[config.mk]
export PLATFORM = sky130hd
export DESIGN_NAME = bin_to_bcd_seq
export DESIGN_NICKNAME = d
export VERILOG_FILES = /design/src/rtl/bcd_pkg.sv /design/src/rtl/bcd_add3.sv /design/src/rtl/bin_to_bcd_seq.sv
export SDC_FILE = /design/constraint.sdc
export NUM_CORES = 1
export LEC_CHECK = 0
export ABC_AREA = 1
export BUFFER_PORTS_ARGS = -buffer_cell sky130_fd_sc_hd__buf_4
export CAP_MARGIN = 20
export CORE_MARGIN = 10
export CORE_UTILIZATION = 45
export DETAILED_ROUTE_END_ITERATION = 6
export PLACE_DENSITY_LB_ADDON = 0.25
export SYNTH_ARGS = -nofsm -noshare
export SYNTH_HDL_FRONTEND = slang
export SYNTH_SLANG_ARGS = --single-unit
[constraint.sdc]
create_clock -name clk -period 1.3 [get_ports clk]
set_input_delay 0.13 -clock clk [delete_from_list [all_inputs] [get_ports clk]]
set_output_delay 0.13 -clock clk [all_outputs]
set_load 0.05 [all_outputs]
[src/rtl/bcd_pkg.sv]
// Shared definitions for the sequential binary-to-BCD display converter:
// display code constants, FSM state type and a digit-count helper.
package bcd_pkg;

   // Display codes understood by the downstream 7-segment decoders
   localparam logic [3:0] BCD_TRACO   = 4'hA;   // dash / minus sign
   localparam logic [3:0] BCD_F       = 4'hB;   // letter "F"
   localparam logic [3:0] BCD_APAGADO = 4'hF;   // blank position

   typedef enum logic [1:0] {
      IDLE = 2'd0,
      CONV = 2'd1,
      FMT  = 2'd2
   } bcd_state_t;

   // Minimum display positions (magnitude digits plus sign) for a signed
   // input of the given width: decimal digits of 2^(width-1), plus one.
   function automatic int bcd_min_digits(input int width);
      longint unsigned p;
      int              d;
      p = 64'd1 << (width - 1);
      d = 0;
      for (int k = 0; k < 20; k++) begin
         if (p != 64'd0) begin
            d = d + 1;
            p = p / 64'd10;
         end
      end
      return d + 1;
   endfunction

endpackage

[src/rtl/bcd_add3.sv]
// Double-dabble correction cell: adds 3 to a BCD nibble that is 5 or more,
// so that the following left shift carries correctly into the next digit.
module bcd_add3 (
   input  logic [3:0] nib,
   output logic [3:0] adj
);

   // Conditional +3 correction
   always_comb begin
      if (nib >= 4'd5) begin
         adj = nib + 4'd3;
      end else begin
         adj = nib;
      end
   end

endmodule

[src/rtl/bin_to_bcd_seq.sv]
// Iterative double-dabble converter: signed ALU result -> per-digit display
// codes (0-9 digit, A dash, B "F", F blank). Overflow shows as "OF".
// Optional build macro LEADING_ZERO_BLANK_EN blanks leading zeros and moves
// the minus sign next to the most significant displayed digit.
module bin_to_bcd_seq
   import bcd_pkg::*;
#(
   parameter int WIDTH  = 8,
   parameter int DIGITS = 4
) (
   input  logic                  clk,
   input  logic                  rst,
   input  logic                  start,
   input  logic [WIDTH-1:0]      value,
   input  logic                  ovf_in,
   output logic                  busy,
   output logic                  done,
   output logic [4*DIGITS-1:0]   digits_out
);

   localparam int ACC_W = 4 * (DIGITS - 1);
   localparam int CNT_W = $clog2(WIDTH + 1);

   // Reject configurations whose magnitude digits cannot hold 2^(WIDTH-1)
   if (DIGITS < bcd_min_digits(WIDTH)) begin : g_bad_digits
      $error("bin_to_bcd_seq: DIGITS too small for WIDTH");
   end

   bcd_state_t          state_r;
   bcd_state_t          next_s;
   logic [ACC_W-1:0]    acc_r;
   logic [ACC_W-1:0]    adj_s;
   logic [WIDTH-1:0]    mag_r;
   logic [WIDTH-1:0]    abs_s;
   logic [CNT_W-1:0]    cnt_r;
   logic                neg_r;
   logic                ovf_r;
   logic                busy_r;
   logic                done_r;
   logic [4*DIGITS-1:0] digits_r;
   logic [4*DIGITS-1:0] fmt_s;
`ifdef LEADING_ZERO_BLANK_EN
   logic                lead_s;
`endif

   // Per-nibble +3 correction of the accumulator
   for (genvar g = 0; g < DIGITS - 1; g++) begin : g_add3
      bcd_add3 u_add3 (
         .nib (acc_r[4*g +: 4]),
         .adj (adj_s[4*g +: 4])
      );
   end

   // Magnitude of the two's-complement input; the most negative value maps
   // to 2^(WIDTH-1), which still fits WIDTH unsigned bits
   always_comb begin
      if (value[WIDTH-1]) begin
         abs_s = ~value + {{(WIDTH-1){1'b0}}, 1'b1};
      end else begin
         abs_s = value;
      end
   end

   // Next-state logic
   always_comb begin
      next_s = state_r;
      case (state_r)
         IDLE: begin
            if (start) begin
               next_s = CONV;
            end else begin
               next_s = IDLE;
            end
         end
         CONV: begin
            if (cnt_r == {CNT_W{1'b0}}) begin
               next_s = FMT;
            end else begin
               next_s = CONV;
            end
         end
         FMT:     next_s = IDLE;
         default: next_s = IDLE;
      endcase
   end

   // Display code formatting of the finished accumulator
   always_comb begin
      fmt_s = {(4*DIGITS){1'b1}};
`ifdef LEADING_ZERO_BLANK_EN
      lead_s = 1'b1;
`endif
      if (ovf_r) begin
         fmt_s[7:4] = 4'h0;
         fmt_s[3:0] = BCD_F;
      end else begin
`ifdef LEADING_ZERO_BLANK_EN
         // Scan from the left; the first nonzero digit (or nibble 0) ends
         // the blanking run and gets the sign placed just left of it
         for (int i = DIGITS - 2; i >= 0; i--) begin
            if (lead_s && (acc_r[4*i +: 4] == 4'h0) && (i != 0)) begin
               fmt_s[4*i +: 4] = BCD_APAGADO;
            end else begin
               if (lead_s && neg_r) begin
                  fmt_s[4*(i+1) +: 4] = BCD_TRACO;
               end else begin
                  fmt_s[4*(i+1) +: 4] = fmt_s[4*(i+1) +: 4];
               end
               lead_s          = 1'b0;
               fmt_s[4*i +: 4] = acc_r[4*i +: 4];
            end
         end
`else
         fmt_s[ACC_W-1:0] = acc_r;
         if (neg_r) begin
            fmt_s[4*(DIGITS-1) +: 4] = BCD_TRACO;
         end else begin
            fmt_s[4*(DIGITS-1) +: 4] = BCD_APAGADO;
         end
`endif
      end
   end

   // State register, datapath and registered outputs
   always_ff @(posedge clk) begin
      if (rst) begin
         state_r  <= IDLE;
         acc_r    <= {ACC_W{1'b0}};
         mag_r    <= {WIDTH{1'b0}};
         cnt_r    <= {CNT_W{1'b0}};
         neg_r    <= 1'b0;
         ovf_r    <= 1'b0;
         busy_r   <= 1'b0;
         done_r   <= 1'b0;
         digits_r <= {(4*DIGITS){1'b1}};
      end else begin
         state_r <= next_s;
         done_r  <= 1'b0;
         case (state_r)
            IDLE: begin
               if (start) begin
                  mag_r  <= abs_s;
                  acc_r  <= {ACC_W{1'b0}};
                  cnt_r  <= CNT_W'(WIDTH);
                  neg_r  <= value[WIDTH-1];
                  ovf_r  <= ovf_in;
                  busy_r <= 1'b1;
               end
            end
            CONV: begin
               if (cnt_r != {CNT_W{1'b0}}) begin
                  acc_r <= {adj_s[ACC_W-2:0], mag_r[WIDTH-1]};
                  mag_r <= {mag_r[WIDTH-2:0], 1'b0};
                  cnt_r <= cnt_r - {{(CNT_W-1){1'b0}}, 1'b1};
               end
            end
            FMT: begin
               digits_r <= fmt_s;
               done_r   <= 1'b1;
               busy_r   <= 1'b0;
            end
            default: begin
               busy_r <= 1'b0;
            end
         endcase
      end
   end

   assign busy       = busy_r;
   assign done       = done_r;
   assign digits_out = digits_r;

endmodule
==> metrics.log, run 1 <==
[metrics] Die H: ~89 um
[metrics] via count of the first global-routing pass: between 1500 and 2000
[metrics] internal power consumption: 2.29 mW
[metrics] sequential share of power: 0.437
[metrics] Floorplan Core Area: 4470 um2
[metrics] proportion of total power due to net switching: 0.310
[metrics] antenna cell count: 0
[metrics] area growth from synthesis to layout: 31.6%
[metrics] dominant register cell in the synthesized netlist: dfxtp_1
[metrics] fill cell count: roughly 400
[metrics] post-synthesis cell area: 2130 um2
[metrics] clock skew after layout: 11.8 ps
[metrics] pin count of the biggest net entering global routing: 17
[metrics] clock period minus final worst setup slack: roughly 1300 ps
[metrics] clock latency on the worst-skew pair: roughly 310 ps
[metrics] number of max-slew violations in the final report: 0
[metrics] largest area contributor in the synthesized netlist: dfxtp_1
[metrics] routed wire length: 5.33 mm
[metrics] clock transition at the registers of the reported paths: 90 ps
[metrics] endpoint of the worst hold path: state_r[1]
[metrics] buffer type at the clock tree root: clkbuf_8
[metrics] sum of overflow across all layers after global routing: 0
[metrics] Worst Path Max Fanout: 6
[metrics] Worst Path Required: approximately 1500 ps
[metrics] WHS Path Cells: 2
[metrics] CTS tree: done
[metrics] Tot Pwr: 3.32 mW
[metrics] number of register bits inferred by synthesis: 43
[metrics] crit start category: register
[metrics] largest buffer count on any clock path: 2
[metrics] worst slack at placement: -58.6 ps
[metrics] setup slack, reg-to-reg: 40 ps
[metrics] part of the total power dissipated in the clock network: 0.320
[metrics] source of the worst hold timing path: rst
[metrics] data arrival time of the worst path: 1470 ps
[metrics] total setup violations reported at the end of the flow: 0
[metrics] Die W: 88.9 um
[metrics] Hold Vio Cnt, Final: 0
[metrics] detailed router's first-iteration violation count: 94
[metrics] cell count of the worst reg-to-reg path: 9
[metrics] detailed placer's ending HPWL: about 4 mm
[metrics] portion of synthesized cell area occupied by the leading cell type: 0.403
[metrics] remaining routing DRC violations: 0
[metrics] ratio of final minimum period to clock period: 0.971
[metrics] Leakage Power: 1.27 nW
[metrics] post-detailed-route count of antenna-violating nets: 0
[metrics] drt wl/cell: 13.0 um
[metrics] Hold Buf Count CTS: 0
[metrics] drt via density: about 5.1
[metrics] area taken by multi-input logic gates: 1150 um2
[metrics] total number of vias: 2099
[metrics] status: complete, no violations
[metrics] Final WS setup: 37.1 ps
[metrics] number of I/O port buffers: 27
[metrics] number of top-level pins: 30
[metrics] count of nets after finishing: about 380
[metrics] level count of the clock H-tree: 2
[metrics] post-synth cell types: 30
[metrics] proportion of synthesized flip-flops having asynchronous set or reset: 0
[metrics] number of buffers created by CTS: 5
[metrics] maximum capacitance violations: 0
[metrics] terminus of the critical flop-to-flop path: mag_r[5]
[metrics] VDD IR max: 0.000884 V
[metrics] antenna violations before repair: 0
[metrics] average size of a mapped cell: 7.14 um2
[metrics] reg-to-reg startpoint: cnt_r[0]
[metrics] power dissipated by switching net loads: around 1 mW
[metrics] Yosys warnings: 0
[metrics] type of destination of the critical path: register
[metrics] clock sinks: 43
[metrics] total number of placement rows: 24
[metrics] global-route wire length before repair: 8.91 mm
[metrics] overall fraction of global-route tracks in use: 0.140
[metrics] Synth area leaders: dfxtp_1 (40%), nand2_1 (14%), inv_1 (6.0%), nand3_1 (5.2%), a21oi_1 (4.9%)
[metrics] source of the critical timing path: cnt_r[0]
[metrics] Combinational Power Share: 0.244
[metrics] cell count after synthesis: about 300
[metrics] RSZ-0062 raised after global routing: yes
[metrics] layout cell share with drive strength beyond 1: 0.297
[metrics] Worst Hold Margin: 64.5 ps
[metrics] storage element area: 872 um2
[metrics] TritonRoute pass-1 iters: 4
[metrics] number of enable flip-flop cells after synthesis: 0
[metrics] PwrDens: 1180 nW/um2
[metrics] sequential share of the synthesized area: 0.403
[metrics] Die Outline Area: 7900 um2
[metrics] last weighted congestion value of the routability-driven placer: about 0.86
[metrics] WS Path Type: reg2reg
[metrics] Initial Utilization: 0.477
[metrics] fmax: between 700 and 800 MHz
[metrics] worst hold-check path type: in2reg
-- placed cells by master (no fill, tap or decap), types with 3 or more instances in the layout --
master    netlist  routed
nand2_1        79      74
buf_4           3      54
dfxtp_1        43      34
inv_1          34      29
nor2_1         28      26
a21oi_1        21      20
nand3_1        22      18
o21ai_1         5      10
o21ai_0        14       9
o22ai_1         9       9
dfxtp_2         0       9
inv_2           3       6
ha_1            8       6
nand2_2         1       5
clkbuf_8        0       5
buf_6           2       5
nand3_2         0       4
nand4_1         4       4
nand3b_1        3       3
nor2_4          1       3
-- routing by layer --
metal  GRT usage  vias to the layer above  wire length, um
met4      0.0602                        0               89
li1            -                     1075                -
met5           0                        -                0
met1       0.167                      967             2530
met2       0.228                       46             2440
met3      0.0423                       11              268
-- cells by family after synthesis --
kind of cell	share of synthesized area
buffers and inverters	0.0961
other	0.00176
adders and majority gates	0.0469
DFF	0.403
xor gates and xnor gates	0.00821
and+or+nand+nor	0.313
AOI/OAI and AO/OA	0.131
-- repair_timing --
item | 4_1_cts | 5_1_grt
gates resized for setup | 12 | 32
setup buffers | 3 | 3
setup endpoints to repair | 20 | 32
pin swaps | 3 | 6
gates cloned | 0 | 0
-- metrics by stage --
step	area, um2	TNS (ps)	instances	utilization
after global placement	2530	-89.4	395	0.567
after floorplan	2140	0	300	-
final	2810	0	409	0.628
after detailed placement	2530	-497	395	0.567
after global routing	2810	-202	409	0.628
after CTS	2700	-3.84	406	0.603
-- power groups by stage --
stage	logic, mW	registers (mW)	clock network [mW]
floorplan	0.368	1.57	0
global placement	0.695	1.48	0
detailed placement	0.702	1.48	0
CTS	0.745	1.45	1.07
global route	0.884	1.46	1.13
finish	0.810	1.45	1.06
-- sequential cells by signal, summed over array words and instances, names as in the netlist --
signal / flops
mag_r: 8
ovf_r: 1
busy: 1
done: 1
digits_out: 13
acc_r: 12
neg_r: 1
state_r: 2
cnt_r: 4
-- synth_stat cells, types with 2 or more instances --
library cell,count
o21ai_0,14
nand2_1,79
xor2_1,2
nor2_1,28
clkbuf_1,3
o22ai_1,9
nand3_1,22
nand3b_1,3
buf_2,2
inv_2,3
o21ai_1,5
nand4_1,4
nor3_1,2
buf_4,3
buf_6,2
inv_1,34
ha_1,8
dfxtp_1,43
nor2_2,2
a21oi_1,21
-- area by class of cell --
| class | count | area share |
|---|---|---|
| multi-input combinational | 210 | 0.410 |
| sequential | 43 | 0.310 |
| timing repair buffer | 59 | 0.164 |
| inverter | 37 | 0.0517 |
| clock buffer | 5 | 0.0245 |
| tap | 52 | 0.0232 |
| clock inverter | 3 | 0.0156 |
-- critical path, cell delays in order (launching register included) --
cell     delay, ps
dfxtp_2        340
inv_2           50
ha_4           160
nand2_4         90
nand2_8         70
nand2_8        100
buf_6          130
nand3_2         60
nor2_2         110
nor2_1          40
-- worst max-delay path by stage --
stage	end	slack (ps)
6_report	mag_r[5]	40
5_1_grt	acc_r[4]	-40
4_1_cts	mag_r[7]	-3
3_5_place_dp	acc_r[9]	-60
3_3_place_gp	mag_r[7]	-30
2_1_floorplan	cnt_r[2]	30
(Power assumes the default switching activity.)
==> run 2: changes to the inputs <==
Settings changed: REMOVE_ABC_BUFFERS set to 1.
==> metrics.log, run 2 (synthesized netlist as in run 1, its figures left out) <==
[metrics] level count of the clock H-tree: 2 (unchanged)
[metrics] Hold Vio Cnt, Final: 0 (unchanged)
[metrics] PwrDens: 1140 nW/um2 (was 1180 nW/um2)
[metrics] Worst Path Required: 1500 ps (was 1510 ps)
[metrics] Levels on crit path: 8 (was 9)
[metrics] reg-to-reg startpoint: cnt_r[0] (unchanged)
[metrics] stage delay of the slowest cell on the critical path: 330 ps (was 340 ps)
[metrics] Die Outline Area: 7900 um2 (unchanged)
[metrics] cell count of the worst reg-to-reg path: 8 (was 9)
[metrics] Post-Layout Inst Area: 2790 um2 (was 2810 um2)
[metrics] total placed instance area: 2530 um2 (about the same)
[metrics] drt via density: 5.19 (was 5.13)
[metrics] total setup violations reported at the end of the flow: 0 (unchanged)
[metrics] overall fraction of global-route tracks in use: 0.143 (was 0.140)
[metrics] Floorplan Core Area: 4470 um2 (unchanged)
[metrics] Die H: 88.9 um (unchanged)
[metrics] type of destination of the critical path: register (unchanged)
[metrics] sum of overflow across all layers after global routing: 0 (unchanged)
[metrics] total number of placement rows: 24 (unchanged)
[metrics] layout cell share with drive strength beyond 1: 0.315 (was 0.297)
[metrics] Leakage Power: 1.24 nW (was 1.27 nW)
[metrics] power dissipated by switching net loads: 1.06 mW (was 1.03 mW)
[metrics] part of the total power dissipated in the clock network: 0.282 (was 0.320)
[metrics] Die W: 88.9 um (unchanged)
[metrics] worst hold-check path type: in2reg (unchanged)
[metrics] number of I/O port buffers: 27 (unchanged)
[metrics] pin count of the biggest net entering global routing: 16 (was 17)
[metrics] crit start category: register (unchanged)
[metrics] delay-heaviest family, CP: buffers and inverters (was simple AND/OR/NAND/NOR gates)
[metrics] Total Neg Setup Slack: 0 ps (unchanged)
[metrics] status: complete, no violations (unchanged)
[metrics] Hold Buf Count CTS: 0 (unchanged)
[metrics] number of max-slew violations in the final report: 0 (unchanged)
[metrics] source of the critical timing path: cnt_r[0] (unchanged)
[metrics] most frequent cells in the layout: nand2_1 (72), buf_4 (54), dfxtp_1 (35) (was nand2_1 (74), buf_4 (54), dfxtp_1 (34))
[metrics] antenna violations before repair: 0 (unchanged)
[metrics] WS Path Type: reg2reg (unchanged)
[metrics] total number of vias: 2111 (was 2099)
[metrics] clock sinks: 43 (unchanged)
[metrics] CTS tree: done (unchanged)
[metrics] TritonRoute pass-1 iters: 4 (unchanged)
[metrics] most common cell after layout, fill and taps aside: nand2_1 (unchanged)
[metrics] Initial Utilization: 0.477 (unchanged)
[metrics] clock transition at the registers of the reported paths: 90 ps (about the same)
[metrics] detailed router's first-iteration violation count: 129 (was 94)
[metrics] setup slack, reg-to-reg: 20 ps (was 40 ps)
[metrics] worst slack at placement: -136 ps (was -58.6 ps)
[metrics] post-detailed-route count of antenna-violating nets: 0 (unchanged)
[metrics] clock period minus final worst setup slack: 1280 ps (was 1260 ps)
[metrics] buffer type at the clock tree root: clkbuf_8 (unchanged)
[metrics] cell total after placement: 394 (was 395)
[metrics] data arrival time of the worst path: 1480 ps (was 1470 ps)
[metrics] count of nets after finishing: 374 (was 376)
[metrics] area taken by multi-input logic gates: 1170 um2 (was 1150 um2)
[metrics] detailed placer's ending HPWL: 3.95 mm (was 3.98 mm)
[metrics] fmax: 784 MHz (was 792 MHz)
[metrics] number of buffers created by CTS: 5 (unchanged)
[metrics] maximum capacitance violations: 0 (unchanged)
[metrics] sequential share of power: 0.455 (was 0.437)
[metrics] clock latency on the worst-skew pair: 310 ps (about the same)
[metrics] Final WS setup: 24.0 ps (was 37.1 ps)
[metrics] number of top-level pins: 30 (unchanged)
[metrics] routed wire length: 5.51 mm (was 5.33 mm)
[metrics] storage element area: 876 um2 (was 872 um2)
[metrics] remaining routing DRC violations: 0 (unchanged)
[metrics] fill cell count: 411 (was 403)
[metrics] VDD IR max: 0.000644 V (was 0.000884 V)
[metrics] max FFs per register: 13 (unchanged)
[metrics] internal power consumption: 2.12 mW (was 2.29 mW)
[metrics] global-route wire length before repair: 9.07 mm (was 8.91 mm)
[metrics] end of the critical path: acc_r[1] (was mag_r[5])
[metrics] Worst Path Max Fanout: 5 (was 6)
[metrics] Tot Pwr: 3.18 mW (was 3.32 mW)
[metrics] terminus of the critical flop-to-flop path: acc_r[1] (was mag_r[5])
[metrics] drt wl/cell: 13.5 um (was 13.0 um)
[metrics] last weighted congestion value of the routability-driven placer: 0.816 (was 0.864)
[metrics] RSZ-0062 raised after global routing: yes (unchanged)
[metrics] Combinational Power Share: 0.263 (was 0.244)
[metrics] Critical Path, Cell by Cell: inv_2 > ha_4 > nand2_4 > nand2_8 > clkinvlp_4 > buf_6 > nand3_2 > a21oi_1 (was inv_2 > ha_4 > nand2_4 > nand2_8 > nand2_8 > buf_6 > nand3_2 > nor2_2 > nor2_1)
[metrics] ratio of final minimum period to clock period: 0.982 (was 0.971)
[metrics] buffering stage count on the worst path with inverters included: 3 (was 2)
[metrics] via count of the first global-routing pass: 1971 (was 1993)
[metrics] clock skew after layout: 12.5 ps (was 11.8 ps)
[metrics] antenna cell count: 0 (unchanged)
[metrics] proportion of total power due to net switching: 0.334 (was 0.310)
[metrics] critical path's slowest cell: dfxtp_2 (unchanged)
[metrics] largest buffer count on any clock path: 2 (unchanged)
[metrics] area growth from synthesis to layout: 30.8% (was 31.6%)
[metrics] non-filler instance count after layout: 407 (was 409)
run 2: cell count changes in the layout (fill, tap and decap cells not counted), moves of 3 or more:
cell and change:
dfxtp_2 -3, inv_2 +3, inv_1 -3, nor2_2 +3
run 2: per-stage QoR:
stage / hold slack, ps / utilization
3_5_place_dp: 425 / 0.565
4_1_cts: 114 / 0.601
6_report: 113 / 0.624
5_1_grt: 132 / 0.624
2_1_floorplan: 199 / -
3_3_place_gp: 410 / 0.565
run 2: how the worst min path moves through the flow:
stage	to	depth (start not counted)	from
after floorplan	acc_r[10]	1	rst
after global placement	ovf_r	3	ovf_in
after detailed placement	ovf_r	3	ovf_in
after CTS	ovf_r	3	ovf_in
after global routing	mag_r[0]	3	value[0]
final	ovf_r	3	ovf_in
run 2: tightest hold or removal path, delay by kind of cell:
kind | cells | cell delay, ps
AOI/OAI and AO/OA | 2 | 170
buffers and inverters | 1 | 80
run 2: what timing repair did:
item	in CTS	in global routing
endpoints found under the setup margin	24	32
buffers inserted	3	2
pin swaps	4	16
resized for setup	18	35
endpoints found under the hold margin	0	0
cloned	0	0
run 2: final cells by class:
cell class,instances,share of cell area
clock inverter,3,0.00852
timing repair buffer,57,0.157
tap,52,0.0233
inverter,37,0.0538
multi-input combinational,210,0.419
clock buffer,5,0.0247
sequential,43,0.314
run 2: per-layer routing:
metal  up-vias  GRT usage  wire length [um]
met2        58      0.229              2680
met5         -          0                 0
met4         0     0.0455                54
li1       1072          -                 -
met1       974      0.180              2460
met3         7     0.0395               316
run 2: power groups by stage:
| stage | Sequential (mW) | Combinational (mW) | Clock (mW) |
|---|---|---|---|
| after CTS | 1.45 | 0.773 | 0.898 |
| after floorplan | 1.57 | 0.331 | 0 |
| after detailed placement | 1.48 | 0.716 | 0 |
| after global placement | 1.48 | 0.709 | 0 |
| final | 1.45 | 0.836 | 0.895 |
| after global routing | 1.46 | 0.918 | 0.970 |
==> run 3: changes to the inputs <==
Settings changed: MAX_ROUTING_LAYER set to met4.
==> metrics.log, run 3 (synthesized netlist as in run 1, its figures left out) <==
[metrics] status: complete, no violations (unchanged)
[metrics] Die Outline Area: 7900 um2 (unchanged)
[metrics] routed metal-1 wire length: 2.48 mm (was 2.46 mm)
[metrics] buffering stage count on the worst path with inverters included: 3 (unchanged)
[metrics] total number of placement rows: 24 (unchanged)
[metrics] fmax: 783 MHz (was 784 MHz)
[metrics] Post-Layout Inst Area: 2790 um2 (unchanged)
[metrics] Hold Vio Cnt, Final: 0 (unchanged)
[metrics] Leakage Power: 1.24 nW (unchanged)
[metrics] antenna cell count: 0 (unchanged)
[metrics] power dissipated by switching net loads: 1.06 mW (about the same)
[metrics] pin count of the biggest net entering global routing: 16 (unchanged)
[metrics] setup slack, reg-to-reg: 20 ps (about the same)
[metrics] clock period minus final worst setup slack: 1280 ps (about the same)
[metrics] largest buffer count on any clock path: 2 (unchanged)
[metrics] uppermost signal routing layer after detailed routing: met4 (unchanged)
[metrics] Hold Buf Count CTS: 0 (unchanged)
[metrics] part of the total power dissipated in the clock network: 0.280 (was 0.282)
[metrics] number of I/O port buffers: 27 (unchanged)
[metrics] WS Path Type: reg2reg (unchanged)
[metrics] antenna violations before repair: 0 (unchanged)
[metrics] source of the worst hold timing path: ovf_in (unchanged)
[metrics] most frequent cells in the layout: nand2_1 (72), buf_4 (54), dfxtp_1 (35) (unchanged)
[metrics] drt via density: 5.17 (was 5.19)
[metrics] total placed instance area: 2530 um2 (unchanged)
[metrics] max FFs per register: 13 (unchanged)
[metrics] count of nets after finishing: 374 (unchanged)
[metrics] Combinational Power Share: 0.264 (was 0.263)
[metrics] Die W: 88.9 um (unchanged)
[metrics] Floorplan Core Area: 4470 um2 (unchanged)
[metrics] area growth from synthesis to layout: 30.8% (unchanged)
[metrics] Worst Path Required: 1500 ps (about the same)
[metrics] clock sinks: 43 (unchanged)
[metrics] clock skew after layout: 12.5 ps (about the same)
[metrics] cell count of the worst reg-to-reg path: 8 (unchanged)
[metrics] Met2 Routed Length: 2.68 mm (about the same)
[metrics] Worst Hold Margin: 118 ps (was 113 ps)
[metrics] Critical Path, Cell by Cell: inv_2 > ha_4 > nand2_4 > nand2_8 > clkinvlp_4 > buf_6 > nand3_2 > a21oi_1 (unchanged)
[metrics] remaining routing DRC violations: 0 (unchanged)
[metrics] number of max-slew violations in the final report: 0 (unchanged)
[metrics] critical path's slowest cell: dfxtp_2 (unchanged)
[metrics] non-filler instance count after layout: 407 (unchanged)
[metrics] global-route wire length before repair: 9.07 mm (unchanged)
[metrics] worst slack at placement: -136 ps (unchanged)
[metrics] Die H: 88.9 um (unchanged)
[metrics] post-detailed-route count of antenna-violating nets: 0 (unchanged)
[metrics] internal power consumption: 2.12 mW (about the same)
[metrics] Initial Utilization: 0.477 (unchanged)
[metrics] stage delay of the slowest cell on the critical path: 330 ps (about the same)
[metrics] routed wire length: 5.50 mm (was 5.51 mm)
[metrics] RSZ-0062 raised after global routing: yes (unchanged)
[metrics] buffer type at the clock tree root: clkbuf_8 (unchanged)
[metrics] terminus of the critical flop-to-flop path: acc_r[1] (unchanged)
[metrics] met3 layer wire length in the routed design: 297 um (was 316 um)
[metrics] level count of the clock H-tree: 2 (unchanged)
[metrics] number of top-level pins: 30 (unchanged)
[metrics] endpoint of the worst hold path: ovf_r (unchanged)
[metrics] PwrDens: 1140 nW/um2 (about the same)
[metrics] data arrival time of the worst path: 1470 ps (was 1480 ps)
[metrics] most common cell after layout, fill and taps aside: nand2_1 (unchanged)
[metrics] Worst Path Max Fanout: 5 (unchanged)
[metrics] clock transition at the registers of the reported paths: 90 ps (about the same)
[metrics] total setup violations reported at the end of the flow: 0 (unchanged)
[metrics] sequential share of power: 0.456 (was 0.455)
[metrics] cell total after placement: 394 (unchanged)
[metrics] last weighted congestion value of the routability-driven placer: 0.828 (was 0.816)
[metrics] overall fraction of global-route tracks in use: 0.147 (was 0.143)
[metrics] TritonRoute pass-1 iters: 7 (was 4)
[metrics] worst hold-check path type: in2reg (unchanged)
[metrics] reg-to-reg startpoint: cnt_r[0] (unchanged)
[metrics] via count of the first global-routing pass: 1969 (was 1971)
[metrics] layout cell share with drive strength beyond 1: 0.315 (unchanged)
[metrics] drt wl/cell: 13.5 um (about the same)
[metrics] CTS tree: done (unchanged)
[metrics] crit start category: register (unchanged)
[metrics] delay-heaviest family, CP: buffers and inverters (unchanged)
[metrics] ratio of final minimum period to clock period: 0.982 (about the same)
[metrics] VDD IR max: 0.000644 V (about the same)
[metrics] number of buffers created by CTS: 5 (unchanged)
[metrics] total number of vias: 2106 (was 2111)
[metrics] maximum capacitance violations: 0 (unchanged)
[metrics] WHS Path Cells: 3 (unchanged)
[metrics] clock latency on the worst-skew pair: 300 ps (was 310 ps)
[metrics] detailed placer's ending HPWL: 3.95 mm (unchanged)
[metrics] type of destination of the critical path: register (unchanged)
[metrics] proportion of total power due to net switching: 0.333 (was 0.334)
[metrics] detailed router's first-iteration violation count: 115 (was 129)
[metrics] sum of overflow across all layers after global routing: 0 (unchanged)
[metrics] fill cell count: 411 (unchanged)
[metrics] Final WS setup: 22.9 ps (was 24.0 ps)
run 3: cell counts in the layout (fill, tap and decap cells not counted):
Identical to the previous run, type by type.
run 3: worst max path at each step:
stage | cells after the start | startpoint | to | slack (ps)
detailed placement | 8 | cnt_r[0] | acc_r[6] | -140
finish | 8 | cnt_r[0] | acc_r[1] | 20
global route | 8 | cnt_r[0] | mag_r[5] | -90
CTS | 9 | cnt_r[1] | mag_r[1] | 4
global placement | 8 | cnt_r[0] | acc_r[5] | -40
floorplan | 8 | cnt_r[0] | acc_r[0] | 40
run 3: power groups by stage:
| stage | Combinational, mW | Clock (mW) | Sequential [mW] |
|---|---|---|---|
| 5_1_grt | 0.918 | 0.970 | 1.46 |
| 2_1_floorplan | 0.331 | 0 | 1.57 |
| 6_report | 0.837 | 0.887 | 1.45 |
| 3_3_place_gp | 0.709 | 0 | 1.48 |
| 4_1_cts | 0.773 | 0.898 | 1.45 |
| 3_5_place_dp | 0.716 | 0 | 1.48 |
run 3: worst reg2reg max path: stages, from the launching register on:
cell and delay, ps:
dfxtp_2 330, inv_2 70, ha_4 160, nand2_4 70, nand2_8 100, clkinvlp_4 170, buf_6 170, nand3_2 60
a21oi_1 60
run 3: routing by layer:
| metal | vias up | global-route usage |
|---|---|---|
| met1 | 980 | 0.181 |
| met3 | 4 | 0.0395 |
| met5 | - | - |
| li1 | 1073 | - |
| met2 | 49 | 0.227 |
| met4 | 0 | 0.0455 |
run 3: repair_timing:
item / CTS / global route
resized for setup: 18 / 35
setup endpoints to repair: 24 / 32
pin swaps: 4 / 16
setup buffers: 3 / 2
run 3: metrics by stage:
stage          TNS [ps]  utilization  power, mW
5_1_grt            -496        0.624       3.35
3_5_place_dp      -1220        0.565       2.19
2_1_floorplan         0            -       1.90
3_3_place_gp       -259        0.565       2.18
4_1_cts               0        0.601       3.12
6_report              0        0.624       3.17
run 3: area by class of cell:
class                           instances  area, um2  share of cell area
Multi-Input combinational cell        210       1170               0.419
Sequential cell                        43        876               0.314
Timing Repair Buffer                   57        439               0.157
Inverter                               37        150              0.0538
Clock buffer                            5       68.8              0.0247
Tap cell                               52       65.1              0.0233
Clock inverter                          3       23.8             0.00852
